`src/rtl/local_eject_port.sv`:
```
// Local ejection port: first-word-fall-through flit FIFO toward the core,
// packet framing tracker, and one credit pulse back to the router per consumed flit.
module local_eject_port #(
  parameter int FLIT_W = 32,
  parameter int DEPTH  = 4,
  parameter int CNT_W  = 16
) (
  input  logic                         clk,
  input  logic                         rst,
  input  logic [FLIT_W-1:0]            flit_i,
  input  logic                         flit_valid_i,
  output logic                         l_incr_o,
  output logic [FLIT_W-1:0]            core_flit_o,
  output logic                         core_valid_o,
  input  logic                         core_ready_i,
  output logic                         core_sop_o,
  output logic                         core_eop_o,
  output logic [CNT_W-1:0]             pkt_count_o,
  output logic [$clog2(DEPTH+1)-1:0]   occupancy_o,
  output logic                         overflow_err_o,
  output logic                         proto_err_o,
  output logic                         state_o
);

  localparam int OCC_W = $clog2(DEPTH + 1);
  localparam int PTR_W = (DEPTH > 1) ? $clog2(DEPTH) : 1;
  localparam logic [OCC_W-1:0] FULL_LVL = OCC_W'(DEPTH);
  localparam logic [PTR_W-1:0] LAST_PTR = PTR_W'(DEPTH - 1);

  localparam logic [1:0] T_HEAD   = 2'b10;
  localparam logic [1:0] T_BODY   = 2'b00;
  localparam logic [1:0] T_TAIL   = 2'b01;
  localparam logic [1:0] T_SINGLE = 2'b11;

  typedef enum logic {IDLE = 1'b0, IN_PKT = 1'b1} state_t;

  state_t            state_q, state_d;
  logic [FLIT_W-1:0] mem [DEPTH];
  logic [PTR_W-1:0]  wr_ptr, rd_ptr;
  logic [OCC_W-1:0]  occ;
  logic              full, pop, push;
  logic              frame_err, pkt_done;
  logic [1:0]        head_type;

  // Handshake: a flit moves to the core on any cycle where core_valid_o and
  // core_ready_i are both high; valid never depends on ready.
  assign full         = (occ == FULL_LVL);
  assign core_valid_o = (occ != '0);
  assign core_flit_o  = mem[rd_ptr];
  assign head_type    = core_flit_o[FLIT_W-1 -: 2];
  assign pop          = core_valid_o & core_ready_i;
  assign push         = flit_valid_i & (~full | pop);
  assign occupancy_o  = occ;
  assign state_o      = state_q;

  always_ff @(posedge clk) begin
    if (push && !rst) mem[wr_ptr] <= flit_i;
  end

  always_ff @(posedge clk) begin
    if (rst) begin
      wr_ptr         <= '0;
      rd_ptr         <= '0;
      occ            <= '0;
      l_incr_o       <= 1'b0;
      state_q        <= IDLE;
      pkt_count_o    <= '0;
      overflow_err_o <= 1'b0;
      proto_err_o    <= 1'b0;
    end else begin
      if (push) wr_ptr <= (wr_ptr == LAST_PTR) ? '0 : wr_ptr + PTR_W'(1);
      if (pop)  rd_ptr <= (rd_ptr == LAST_PTR) ? '0 : rd_ptr + PTR_W'(1);
      case ({push, pop})
        2'b10:   occ <= occ + OCC_W'(1);
        2'b01:   occ <= occ - OCC_W'(1);
        default: ;
      endcase
      // Credit returns exactly the flits the core consumed, one cycle late.
      l_incr_o <= pop;
      state_q  <= state_d;
      if (pkt_done) pkt_count_o <= pkt_count_o + CNT_W'(1);
      if (flit_valid_i && !push) overflow_err_o <= 1'b1;
      if (frame_err) proto_err_o <= 1'b1;
    end
  end

  // Framing decode of the presented flit; state only moves when it is popped.
  always_comb begin
    state_d    = state_q;
    core_sop_o = 1'b0;
    core_eop_o = 1'b0;
    frame_err  = 1'b0;
    pkt_done   = 1'b0;
    if (core_valid_o) begin
      case (state_q)
        IDLE: begin
          case (head_type)
            T_HEAD: begin
              core_sop_o = 1'b1;
              if (pop) state_d = IN_PKT;
            end
            T_SINGLE: begin
              core_sop_o = 1'b1;
              core_eop_o = 1'b1;
              pkt_done   = pop;
            end
            default: frame_err = pop;
          endcase
        end
        IN_PKT: begin
          case (head_type)
            T_BODY: ;
            T_TAIL: begin
              core_eop_o = 1'b1;
              pkt_done   = pop;
              if (pop) state_d = IDLE;
            end
            T_HEAD: begin
              core_sop_o = 1'b1;
              frame_err  = pop;
            end
            default: begin
              core_sop_o = 1'b1;
              core_eop_o = 1'b1;
              frame_err  = pop;
              pkt_done   = pop;
              if (pop) state_d = IDLE;
            end
          endcase
        end
        default: state_d = IDLE;
      endcase
    end
  end

endmodule

```
`config.mk`:
```
export PLATFORM = sky130hd
export DESIGN_NAME = local_eject_port
export DESIGN_NICKNAME = d
export VERILOG_FILES = /design/src/rtl/local_eject_port.sv
export SDC_FILE = /design/constraint.sdc
export NUM_CORES = 1
export LEC_CHECK = 0
export CAP_MARGIN = 20
export CORE_AREA = 2 2 135 137
export CTS_CLUSTER_DIAMETER = 60
export DETAILED_ROUTE_END_ITERATION = 12
export DIE_AREA = 0 0 137 139
export PLACE_DENSITY_LB_ADDON = 0.2
export SYNTH_ARGS = -nofsm -noshare
export SYNTH_HDL_FRONTEND = slang
export SYNTH_SLANG_ARGS = --single-unit
```
`constraint.sdc`:
```
create_clock -name clk -period 5.5 [get_ports clk]
set_clock_uncertainty 0.1 [all_clocks]
set_input_delay 1.1 -clock clk [delete_from_list [all_inputs] [get_ports clk]]
set_output_delay 1.1 -clock clk [all_outputs]
set_load 0.02 [all_outputs]
```
==> run_results.csv <==
group,metric,value,unit
final_layout,layout_common_cells,"128 x edfxtp_1, 93 x clkdlybuf4s50_1, 32 x mux4_2",
detailed_routing,drt_iter0_markers,144,
clock_tree,insertion_delay,0.41,ns
yosys,seq_area_frac_synth,73.7,%
yosys,yosysTopAreaCellShare,64.0,%
final_layout,layout-drive-gt1-share,16.6,%
run_status,status,"finished clean",
placed_design,hpwl,7390,um
global_route,grt_max_degree,33,
yosys,synthCells,327,
yosys,async_flop_share,0,%
global_route,grt.met3_usage,3.98,%
setup_path,path_buf_inv,1,
clock_tree,ctsHoldBuffers,0,
global_route,antenna_found_initial,0,
detailed_routing,vias_per_cell,4.88,
yosys,synth_edf_count,128,
detailed_routing,drtAntennaViolNets,0,
timing,period_needed,4.02,ns
yosys,yosys_most_used_dff,"edfxtp_1",
yosys,ys_warn_count,0,
floorplan,ioPinCount,94,
timing,report.final.slew_viol_count,0,
yosys,synth_cell_type_count,40,
final_layout,n_fill_cell,1603,
clock_tree,cts_tree,"yes",
floorplan,rows,49,
detailed_routing,drc,0,
floorplan,initial_core_util,34.0,%
timing,tightest_slew,0.919,ns
setup_path,criticalPathCategory,"reg -> out",
final_layout,finalNonFillerCells,669,
yosys,synth_fa_ha_area_share,1.58,%
detailed_routing,wire_per_inst,17.7,um
final_layout,synthToLayoutAreaGrowth,29.0,%
power,p_comb_share,14.5,%
timing,slew_headroom,38.8,%
power,p_leak,0.00246,uW
setup_path,crit_required,4.30,ns
yosys,synth.avg_cell_area,18.4,um2
timing,hold_viol,0,
timing,rsz0062_at_grt,"no",
setup_path,start_kind,"register",
power,power.switching,748,uW
placed_design,dp_cells,637,
timing,fin_crit_sh,73.1,%
run,max-cap-violations,0,
yosys,synthMuxAreaShare,12.5,%
global_route,grt-busiest-layer,"met2",
global_route,grt_pass1_wl,18400,um
setup_path,cpLargestDelayFamily,"flip-flops",
power,p_per_area,380,nW/um2
detailed_routing,wl,11800,um
yosys,synth_compound_area_share,4.27,%
clock_tree,ctsResizeCount,0,
power,p_seq_share,46.9,%
power,p_int,2190,uW
placed_design,gp_congestion,0.717,
timing,tns,0,ns
setup_path,slowest_stage,"dfxtp_2",
setup_path,worstPathCellList,"mux4_2, o211a_1, clkdlybuf4s50_1",
yosys,synth_top_family_by_area,"multiplexers",
floorplan,die_w,137,um
final_layout,mostFrequentLayoutCell,"edfxtp_1",
min_path,hp-class,"reg -> reg",
final_layout,finish.net_count,470,
timing,max_freq,249,MHz
setup_path,endpoint_kind,"primary output",
final_layout,n_antenna_cell,0,
floorplan,die_y,139,um
yosys,ys_ff_latch,157,
yosys,synth_simple_gate_area_share,5.89,%
clock_tree,cts.clk_slew.worst_paths,0.06,ns
clock_tree,clk_path_buf_depth,2,
global_route,grt_pass1_vias,3408,
power,switching_share,25.4,%
final_layout,utilization,43.9,%
power,ir_worst_vdd,237,uV
global_route,grt-ovfl-total,0,
setup_path,arrival,2.82,ns
setup_path,cp_max_fo,23,
setup_path,crit_path_max_incr_delay,0.90,ns
yosys,synth_top_area_cell,"edfxtp_1",
clock_tree,cts_made_buffers,17,
yosys,synth_area,6010,um2
yosys,synth_fp_nets,370,
global_route,use_met1,16.2,%
clock_tree,root_buffer,"clkbuf_16",
placed_design,numPortBuffers,93,
clock_tree,cts_sinks,157,
timing,setup_violations,0,
floorplan,core,17700,um2
global_route,grtUsageMet2,21.6,%
floorplan,dieArea,19000,um2
clock_tree,postCtsSetupRepairBufs,0,
yosys,synth_xor_xnor_area_share,0.437,%
detailed_routing,vias,3266,
clock_tree,htree_levels,4,
yosys,yosys-top-cells-area,"edfxtp_1 64%, mux4_2 12%, dfxtp_1 9.7%, a21oi_1 1.6%, ha_1 1.2%",
detailed_routing,dr.pass1.iters,4,
power,power.share.clock,38.6,%
global_route,track_usage,13.2,%
power by group through the flow:
stage	Combinational, uW	Clock (uW)	Sequential, uW
final	426	1140	1380
after CTS	433	1160	1380
after detailed placement	432	0	1410
after floorplan	261	0	1380
after global routing	456	1210	1390
after global placement	428	0	1410
path summary, 6_finish.rpt:
check,startpoint,endpoint,slack (ns),cells after the start
setup / recovery,register,core_eop_o,1.48,3
hold / removal,rd_ptr[1],register,0.38,2
setup reg to reg,register,pkt_count_o[15],2.66,4
hold reg to reg,rd_ptr[1],register,0.38,2
cell usage after synthesis, types with 2 or more instances:
cell,instances
a21oi_1,19
and2_1,7
and3_1,2
buf_2,4
buf_6,2
clkbuf_1,6
dfxtp_1,29
edfxtp_1,128
ha_1,6
inv_1,6
mux2i_1,2
mux4_2,32
nand2_1,9
nand3_1,6
nand4_1,3
nor2_1,11
nor3_1,6
nor4_1,2
o21a_1,2
o21ai_0,5
o31ai_1,7
or3_1,9
or4_1,6
xor2_1,2
state kept, by name, indices dropped and copies added, names as in the netlist, 2 cells and up, named ones only:
signal and count:
mem 128, occupancy_o 3, pkt_count_o 16, rd_ptr 2, wr_ptr 2
metal layers:
metal / wire length (um) / up-vias
li1: - / 1526
met1: 5140 / 1668
met2: 6090 / 60
met3: 435 / 12
met4: 174 / 0
met5: 0 / -
worst min-delay path, cell delays in order, from the launching register on:
cell	delay [ns]
dfxtp_1	0.31
nand2_1	0.05
a21oi_1	0.07
cells by family (layout without fill, tap and decap cells):
| family | count (synthesis) | in the layout |
|---|---|---|
| mux | 35 | 35 |
| fa+ha+maj | 7 | 7 |
| xor+xnor | 3 | 3 |
| compound gates | 40 | 40 |
| simple gates | 65 | 65 |
| buf+inv | 20 | 133 |
| flops | 157 | 157 |
per-stage QoR:
step	hold slack, ns	area (um2)	setup slack, ns	total power, uW
2_1_floorplan	0.354	6010	2.67	1650
3_3_place_gp	0.363	7170	1.82	1840
3_5_place_dp	0.370	7170	1.81	1840
4_1_cts	0.381	7750	1.35	2980
5_1_grt	0.404	7750	1.25	3060
6_report	0.380	7750	1.48	2940
area by class of cell:
| class | count | area, um2 | share of cell area [%] |
|---|---|---|---|
| clock buffers | 18 | 429 | 5.54 |
| clock inverters | 14 | 146 | 1.89 |
| flip-flops and latches | 157 | 4430 | 57.1 |
| inverters | 6 | 22.5 | 0.291 |
| multi-input cells | 150 | 1490 | 19.2 |
| well taps | 229 | 287 | 3.70 |
| repair buffers | 95 | 946 | 12.2 |
Power figures use the tool's default switching activity.
